===== config.mk =====
export PLATFORM = sky130hd
export DESIGN_NAME = control_floating_point_mul
export DESIGN_NICKNAME = d
export VERILOG_FILES = /design/src/rtl/fpmul_ctrl_pkg.sv /design/src/rtl/control_floating_point_mul.sv
export SDC_FILE = /design/constraint.sdc
export NUM_CORES = 1
export LEC_CHECK = 0
export ABC_AREA = 0
export ABC_CLOCK_PERIOD_IN_PS = 1400
export CORE_AREA = 2 2 39 41
export CTS_BUF_LIST = sky130_fd_sc_hd__clkbuf_16
export CTS_CLUSTER_DIAMETER = 80
export DETAILED_ROUTE_END_ITERATION = 10
export DIE_AREA = 0 0 41 43
export SYNTH_ARGS = -nofsm -noshare
export SYNTH_HDL_FRONTEND = slang
export SYNTH_SLANG_ARGS = --single-unit

===== constraint.sdc =====
create_clock -name clk -period 1.4 [get_ports clk]
set_input_delay 0.42 -clock clk [delete_from_list [all_inputs] [get_ports clk]]
set_output_delay 0.42 -clock clk [all_outputs]
set_load 0.01 [all_outputs]

===== src/rtl/fpmul_ctrl_pkg.sv =====
// Shared state encoding for the floating-point multiplier control FSM.
package fpmul_ctrl_pkg;

    localparam int STATE_W = 2;

    typedef logic [STATE_W-1:0] state_t;

    localparam state_t IDLE                  = 2'd0;
    localparam state_t CHECK_SHIFT_INCREMENT = 2'd1;
    localparam state_t ROUND                 = 2'd2;
    localparam state_t ILLEGAL               = 2'd3;

    // Loop counter width; a zero-width counter is not legal, so clamp to one bit.
    function automatic int renormCntWidth(input int maxRenorm);
        int w;
        w = $clog2(maxRenorm + 1);
        return (w < 1) ? 1 : w;
    endfunction

endpackage


===== src/rtl/control_floating_point_mul.sv =====
// Control FSM sequencing normalise / exponent-increment / round for the FP multiplier datapath.
// Optional FPMUL_CTRL_DONE_EN adds a registered one-cycle 'done' pulse after each completed operation.
module control_floating_point_mul
    import fpmul_ctrl_pkg::*;
#(
    parameter int MAX_RENORM = 1
) (
    input  logic clk,
    input  logic reset,
    input  logic MLB_significand_mult,
    input  logic MLB_exponent_inc,
    output logic inc_shift_en,
    output logic mux_en_rounding,
    output logic mux_en_reg,
    output logic enable_reg,
    output logic enable_rounding
`ifdef FPMUL_CTRL_DONE_EN
    ,
    output logic done
`endif
);

    localparam int CNT_W = renormCntWidth(MAX_RENORM);
    localparam logic [CNT_W-1:0] CNT_MAX = CNT_W'(MAX_RENORM);

    state_t           current_state_q, current_state_d;
    logic [CNT_W-1:0] loop_cnt_q, loop_cnt_d;
    logic             renorm_take;
    logic             op_finish;

    // A rounding overflow loops back only while the renormalise budget lasts.
    assign renorm_take = (current_state_q == ROUND) && MLB_exponent_inc && (loop_cnt_q < CNT_MAX);
    assign op_finish   = (current_state_q == ROUND) && !renorm_take;

    always_comb begin
        current_state_d = IDLE;
        loop_cnt_d      = loop_cnt_q;
        case (current_state_q)
            IDLE: begin
                current_state_d = CHECK_SHIFT_INCREMENT;
                loop_cnt_d      = '0;
            end
            CHECK_SHIFT_INCREMENT: begin
                current_state_d = ROUND;
            end
            ROUND: begin
                if (renorm_take) begin
                    current_state_d = CHECK_SHIFT_INCREMENT;
                    loop_cnt_d      = loop_cnt_q + 1'b1;
                end else begin
                    current_state_d = IDLE;
                    loop_cnt_d      = '0;
                end
            end
            default: begin
                current_state_d = IDLE;
                loop_cnt_d      = '0;
            end
        endcase
    end

    always_ff @(posedge clk) begin
        if (reset) begin
            current_state_q <= IDLE;
            loop_cnt_q      <= '0;
        end else begin
            current_state_q <= current_state_d;
            loop_cnt_q      <= loop_cnt_d;
        end
    end

`ifdef FPMUL_CTRL_DONE_EN
    logic done_q, done_d;

    assign done_d = op_finish;

    always_ff @(posedge clk) begin
        if (reset) begin
            done_q <= 1'b0;
        end else begin
            done_q <= done_d;
        end
    end

    assign done = done_q;
`else
    logic unused_finish;
    assign unused_finish = op_finish;
`endif

    // Outputs are forced low during reset so nothing in the datapath moves.
    always_comb begin
        inc_shift_en    = 1'b0;
        mux_en_rounding = 1'b0;
        mux_en_reg      = 1'b0;
        enable_reg      = 1'b0;
        enable_rounding = 1'b0;
        if (!reset) begin
            case (current_state_q)
                IDLE: begin
                    enable_reg = 1'b1;
                end
                CHECK_SHIFT_INCREMENT: begin
                    inc_shift_en = MLB_significand_mult;
                    enable_reg   = MLB_significand_mult;
                    mux_en_reg   = 1'b1;
                end
                ROUND: begin
                    enable_rounding = 1'b1;
                    mux_en_rounding = 1'b1;
                    mux_en_reg      = 1'b1;
                    enable_reg      = 1'b1;
                end
                default: begin
                    enable_reg = 1'b0;
                end
            endcase
        end
    end

endmodule


* Word level (Yosys, flattened, before mapping)
Cells that the tools add are included.
Word-level totals: output and inout bits 5, bits in registers 3, logic and storage cells 23
Cells by class: multiplexer cells 12, reduce and logical (&&, ||, !) cells 5, add/subtract/negate cells 1, $lt $le $gt $ge 1, eq/ne operators 2
Operators with widths (count):
- 1-bit two-way mux | 9
- 2-bit one-hot mux with 3 select lines | 1
- 1-bit one-hot mux with 2 select lines | 2
- 2-bit OR reduction | 2
- 2-bit by 1-bit == test with 1-bit output (second input constant) | 1
- 2-bit == test (second input constant) | 1
- 1-bit logical AND | 2
- 2-bit zero test | 1
- 1-bit adder (second input constant) | 1
- 1-bit < comparator (second input constant) | 1

* Logic depth before layout (Yosys ltp)
Gate-level depths: netlist of run 1.
word-level depth 5, depth in mapped cells 4

* Worst setup path before layout of run 1
Ideal clock, no wire load.
kind register to output, start register current_state_q[0], end output mux_en_rounding, setup slack -38 ps, cell stages (with the launch flop) 5, arrival time 1018 ps, cell sequence dfxtp_1 inv_1 ha_1 nor2b_1 buf_4
On the way: cells in the longest elaborated chain, start to end 3
RTL lines:
- from (decl) | RTL line control_floating_point_mul.sv:26 | state_t current_state_q, current_state_d;
- from (signal assigned) | RTL line control_floating_point_mul.sv:67 | current_state_q <= current_state_d;
- 2-bit == test
- 1-bit two-way mux (2 in a row)
- to (decl) | RTL line control_floating_point_mul.sv:13 | output logic mux_en_rounding,
No other way between the ends.

* Final worst setup path of run 1
start register current_state_q[1], end output enable_reg
On the way: cells in the longest elaborated chain, start to end 4
RTL lines:
- 2-bit == test / 2-bit zero test (equally long branches) | RTL line control_floating_point_mul.sv:99 | case (current_state_q)
- 2-bit OR reduction (no source line)
- 1-bit one-hot mux with 2 select lines * | RTL line control_floating_point_mul.sv:99
- 1-bit two-way mux * | RTL line control_floating_point_mul.sv:98 | if (!reset) begin
- to (decl) | RTL line control_floating_point_mul.sv:15 | output logic enable_reg,
Mark *: on every way between the ends. The rest lies on a longest branch, timed or not.

==> results of run 1 <==
## layout make-up
cell class	count	area (sq um)	area share
clock buffers	3	75.07	0.1435
inverters	3	16.27	0.03110
multi-input cells	18	212.7	0.4067
repair buffers	18	127.6	0.2440
clock inverters	1	3.754	0.007177
well taps	16	20.02	0.03828
flip-flops and latches	3	67.56	0.1292
## critical path: cells and delay by family, from the launching register on
family | cells | cell delay [ns]
compound gates | 1 | 0.19
simple gates | 1 | 0.05
flops | 1 | 0.36
fa+ha+maj | 1 | 0.13
buf+inv | 2 | 0.23
## cells in the mapped netlist
master,number
ha_1,6
a211oi_1,1
a211oi_2,1
dfxtp_1,3
nor2_1,2
a21oi_1,1
buf_4,1
nand4bb_1,1
nand3b_1,1
nand2_1,2
inv_1,3
nor2b_1,3
## repair_timing
item	in CTS	in global routing
resized for setup	39	0
pin swaps	1	2
setup endpoints to repair	5	5
hold endpoints to repair	0	0
setup buffers	1	2
## routing by layer
layer / wire (um) / vias up / share of wire / global-route usage
li1: - / 122 / - / -
met1: 255 / 105 / 0.41 / 0.1090
met2: 302 / 9 / 0.49 / 0.1063
met3: 41 / 3 / 0.066 / 0.02094
met4: 23 / 0 / 0.037 / 0.1000
met5: 0 / - / 0 / 0
## worst max-delay path by stage
stage | cells after the start | start | to
finish | 5 | current_state_q[1]$_SDFF_PP0_ | enable_reg
global route | 5 | current_state_q[1]$_SDFF_PP0_ | enable_reg
CTS | 5 | current_state_q[0]$_SDFF_PP0_ | enable_reg
floorplan | 4 | current_state_q[0]$_SDFF_PP0_ | mux_en_rounding
global placement | 3 | reset | enable_reg
detailed placement | 3 | reset | enable_reg
## logic make-up after synthesis
group | Yosys count
DFF | 3
AOI/OAI and AO/OA | 3
adders and majority gates | 6
and+or+nand+nor | 9
buffers and inverters | 4
## registers in the layout, summed over array words and instances (netlist names)
register,flops
loop_cnt_q,1
current_state_q,2
## per-stage QoR
step                cell area (sq um)  utilization
floorplan                       239.0            -
detailed placement              384.1       0.2776
CTS                             508.0       0.3671
global placement                384.1       0.2776
global route                    523.0       0.3779
finish                          523.0       0.3779
## report_power, final
group	internal [mW]	total (mW)	switching [mW]
logic	0.0783	0.136	0.0580
registers	0.0941	0.107	0.0126
clock network	0.368	0.448	0.0800
total	0.541	0.691	0.151
==> impl_metrics.tcl, run 1 <==
set metrics [dict create \
    synth-adder-area-share 0.3243 \
    critical_path.max_stage_delay_ns 0.36 \
    clockRootBuffer "clkbuf_16" \
    post-dp-hpwl_um 398.4 \
    drive_gt1_frac 0.6522 \
    r2r_start "current_state_q[0]$_SDFF_PP0_" \
    synth_compound_area_frac 0.1081 \
    placed_cells 55 \
    wl_per_cell_um 10.03 \
    drt-pass1-iter-count 1 \
    vias 239 \
    end_kind "primary output" \
    diodes 0 \
    die-area_sq_um 1763 \
    hold_depth 2 \
    yosysUniqueCellTypes 12 \
    synth.area.mux_share 0 \
    fp-row-count 14 \
    hold_start "loop_cnt_q$_SDFFE_PP0P_" \
    synth_xor_area_frac 0 \
    worstSetupPathType "reg -> out" \
    rr_endpoint "current_state_q[0]$_SDFF_PP0_" \
    hold_violations 0 \
    cts_num_sinks 3 \
    slowest_stage "dfxtp_4" \
    finClkSkew_ns 0.0006264 \
    p_leak_nw 0.2395 \
    hold_ws_ns 0.4568 \
    nets 57 \
    violations "setup timing" \
    required_ns 0.98 \
    synth_top_area_frac 0.3243 \
    numCtsBuffers 3 \
    yosys_warnings 0 \
    antenna_found_initial 0 \
    grt_pass1_vias 224 \
    r2r_cells 7 \
    ys_seq_area_frac 0.2595 \
    post-place-ws_ns -0.7690 \
    outcome "finished, violations left" \
    clk_latency_ns 0.22 \
    arrival_ns 1.19 \
    slew_violations 0 \
    finalWorstSetupSlack_ns -0.2082 \
    synth_simple_gate_area_frac 0.2270 \
    syn-cell-area_sq_um 231.5 \
    grt_pass1_wl_um 966 \
    drt-total-wl_um 622 \
    p_per_area_nw_per_um2 1322 \
    period_share 1.149 \
    cap_violations 0 \
    setup_viol 5 \
    stdcell_count 62 \
    cts_tree "done" \
    grt_max_degree 6 \
    design.core.area_sq_um 1384 \
    gp_congestion 0.7775 \
    path_cells "inv_4 -> ha_4 -> nand2_2 -> a211oi_2 -> buf_2" \
    critical_path.max_fanout 3 \
    synth_nets 35 \
    drc_errors 0 \
    final_common_cell "buf_4" \
    die_x_um 41 \
    port_buffers 8 \
    die_y_um 43 \
    ios 9 \
    ys_seq_elements 3 \
    ant_nets 0 \
    fin_setup_tns_ns -0.6615 \
    initial_core_util 0.1673 \
    min_path_type "reg -> reg" \
    fmax_mhz 621.8 \
    viasPerCell 3.855 \
    period_needed_ns 1.608 \
    rsz0062_at_grt "yes" \
    area_delta_synth_final_pct 125.9 \
    htreeDepth 1 \
    clk_path_buf_depth 2 \
    postSynthCellCount 25 \
    critPathLaunchType "flip-flop" \
    peakVddDrop_uv 300.2 \
    synth_top_area_cell "ha_1" \
    drt_iter0_markers 0 \
    r2r_slack_ns 0.17 \
    grt-ovfl-total 0 \
    relSlewSlack 0.8488 \
    layout_common_cells "buf_4, buf_2, ha_4, clkbuf_16" \
    synth_top_family_by_area "adder cells" \
    clk_pin_slew_ns 0.03 \
    worst-slew-pin-transition_ns 0.2269 \
    syn_area_per_cell_sq_um 9.259 \
    p_total_mw 0.6914 \
    nFillCells 152 \
    grt_use_total 0.08726 \
    cts_hold_buf 0 \
    synth.area.top_cells "ha_1, dfxtp_1, nor2b_1" \
    holdPathEnd "loop_cnt_q$_SDFFE_PP0P_" \
]
No activity file was read; power rests on OpenSTA's default activity.
==> run 2, diff against run 1 <==
--- a/config.mk
+++ b/config.mk
@@ -7,11 +7,13 @@
 export LEC_CHECK = 0
 export ABC_AREA = 0
 export ABC_CLOCK_PERIOD_IN_PS = 1400
+export CAP_MARGIN = 20
 export CORE_AREA = 2 2 39 41
 export CTS_BUF_LIST = sky130_fd_sc_hd__clkbuf_16
 export CTS_CLUSTER_DIAMETER = 80
 export DETAILED_ROUTE_END_ITERATION = 10
 export DIE_AREA = 0 0 41 43
+export REMOVE_ABC_BUFFERS = 1
 export SYNTH_ARGS = -nofsm -noshare
 export SYNTH_HDL_FRONTEND = slang
 export SYNTH_SLANG_ARGS = --single-unit
==> run 2 against run 1 <==
Net effect:
- the flow still finishes with violations (setup timing)
- register-to-register slack improved by 0.10 ns
- worst setup slack improved by 0.0057 ns
- final cell count decreased by 1.6%
- final area increased by 2.6%
- clock skew increased by 0.0014 ns
- die area unchanged
- via count decreased by 2.9%
==> impl_metrics.tcl, run 2 (synthesized netlist as in run 1, its figures left out) <==
set metrics [dict create \
    outcome "finished, violations left" \
    violations "setup timing" \
    hold_ws_ns 0.4587 \
    arrival_ns 1.18 \
    stdcell_count 61 \
    p_leak_nw 0.2425 \
    die-area_sq_um 1763 \
    gp_congestion 0.7786 \
    final_common_cell "buf_4" \
    largest_reg_flops 2 \
    post_dp_cell_area_sq_um 376.6 \
    grt-ovfl-total 0 \
    grt_pass1_vias 221 \
    relSlewSlack 0.7831 \
    port_buffers 8 \
    min_path_type "reg -> reg" \
    clk_pin_slew_ns 0.03 \
    p_switching_mw 0.1417 \
    antenna_found_initial 0 \
    drt-total-wl_um 530 \
    required_ns 0.98 \
    clk_latency_ns 0.22 \
    layout_common_cells "buf_4, ha_4, ha_1, clkbuf_16, buf_6" \
    regMostFlops "current_state_q" \
    power.internal_mw 0.5522 \
    drt_iter0_markers 0 \
    r2r_slack_ns 0.27 \
    grt_max_degree 6 \
    p_seq_frac 0.156 \
    slew_violations 0 \
    finalWorstSetupSlack_ns -0.2026 \
    setup_viol 5 \
    hold_violations 0 \
    r2r_cells 6 \
    finClkSkew_ns 0.002044 \
    swShare 0.2042 \
    initial_core_util 0.1673 \
    final_core_util 0.3879 \
    cts_hold_buf 0 \
    worstSetupStartpoint "current_state_q[1]$_SDFF_PP0_" \
    rsz0062_at_grt "yes" \
    placed_cells 55 \
    cap_violations 0 \
    nets 56 \
    p_per_area_nw_per_um2 1293 \
    r2r_start "current_state_q[0]$_SDFF_PP0_" \
    critical_path.max_fanout 4 \
    post-place-ws_ns -0.7683 \
    combPwrFrac 0.213 \
    cp-endpoint "enable_reg" \
    area_delta_synth_final_pct 131.9 \
    htreeDepth 1 \
    drc_errors 0 \
    grt_pass1_wl_um 917 \
    cts_num_sinks 3 \
    biggestRegsByFlops "current_state_q (2), loop_cnt_q (1)" \
    design.core.area_sq_um 1384 \
    fmax_mhz 624.0 \
    final_area_sq_um 536.8 \
    worst-slew-pin-transition_ns 0.3254 \
    diodes 0 \
    period_needed_ns 1.603 \
    cts_tree "done" \
    end_kind "primary output" \
    numCtsBuffers 3 \
    worstSetupPathType "reg -> out" \
    p_total_mw 0.6939 \
    post-dp-hpwl_um 346.4 \
    ant_nets 0 \
    ios 9 \
    wl_per_cell_um 8.689 \
    viasPerCell 3.803 \
    period_share 1.145 \
    clk_path_buf_depth 2 \
    rr_endpoint "current_state_q[0]$_SDFF_PP0_" \
    grt_use_total 0.08116 \
    clockRootBuffer "clkbuf_16" \
    drt-pass1-iter-count 1 \
    critPathLaunchType "flip-flop" \
    vias 232 \
    clkPwrFrac 0.631 \
    peakVddDrop_uv 657.6 \
    die_x_um 41 \
    die_y_um 43 \
    fin_setup_tns_ns -0.8432 \
    fp-row-count 14 \
    drive_gt1_frac 0.6667 \
]
[run 2: cell types whose count changed in the layout (fill, tap and decap cells not counted)]
cell and change:
buf_2 -3, buf_4 -1, buf_6 +3, ha_1 +1
ha_4 -1, nor2_1 -1, nor2_2 +1, nor2b_1 -1
nor2b_2 -1, nor2b_4 +2
[run 2: layout make-up]
type,instances,area [sq um]
Multi-Input combinational cell,18,215.2
Timing Repair Buffer,17,138.9
Fill cell,143,847.1
Inverter,3,16.27
Sequential cell,3,67.56
Clock inverter,1,3.754
Clock buffer,3,75.07
Tap cell,16,20.02
[run 2: metal layers]
metal	share of wire	track usage	wire length [um]
met1	0.42	0.09585	222
met2	0.49	0.1031	259
met3	0.091	0.07853	48
met4	0	0.02000	0
met5	0	0	0
[run 2: how the worst min path moves through the flow]
stage | from | to | slack, ns | cells after the start
floorplan | loop_cnt_q$_SDFFE_PP0P_ | loop_cnt_q$_SDFFE_PP0P_ | 0.43 | 2
global placement | loop_cnt_q$_SDFFE_PP0P_ | loop_cnt_q$_SDFFE_PP0P_ | 0.45 | 2
detailed placement | loop_cnt_q$_SDFFE_PP0P_ | loop_cnt_q$_SDFFE_PP0P_ | 0.46 | 2
CTS | loop_cnt_q$_SDFFE_PP0P_ | loop_cnt_q$_SDFFE_PP0P_ | 0.46 | 2
global route | loop_cnt_q$_SDFFE_PP0P_ | loop_cnt_q$_SDFFE_PP0P_ | 0.51 | 2
finish | loop_cnt_q$_SDFFE_PP0P_ | loop_cnt_q$_SDFFE_PP0P_ | 0.46 | 2
[run 2: power by group through the flow]
stage	clock (mW)	combinational, mW	sequential, mW
global placement	0	0.112	0.102
finish	0.438	0.148	0.108
detailed placement	0	0.112	0.102
CTS	0.449	0.122	0.109
global route	0.465	0.165	0.110
floorplan	0	0.0455	0.101
[run 2: worst max-delay path, stage by stage, from the launching register on]
cell	delay, ns
dfxtp_4	0.36
inv_4	0.08
ha_4	0.14
nor2_2	0.04
a211oi_2	0.19
buf_2	0.15
[run 2: repair_timing]
item                       CTS  global route
resized for setup           40             5
pin swaps                    3             3
setup buffers                1             1
setup endpoints to repair    5             5
==> run 3, diff against run 2 <==
--- a/config.mk
+++ b/config.mk
@@ -13,6 +13,7 @@
 export CTS_CLUSTER_DIAMETER = 80
 export DETAILED_ROUTE_END_ITERATION = 10
 export DIE_AREA = 0 0 41 43
+export GPL_ROUTABILITY_DRIVEN = 0
 export REMOVE_ABC_BUFFERS = 1
 export SYNTH_ARGS = -nofsm -noshare
 export SYNTH_HDL_FRONTEND = slang
==> results of run 3 <==
No change in the layout: final DEF, timing and power equal those of run 2.
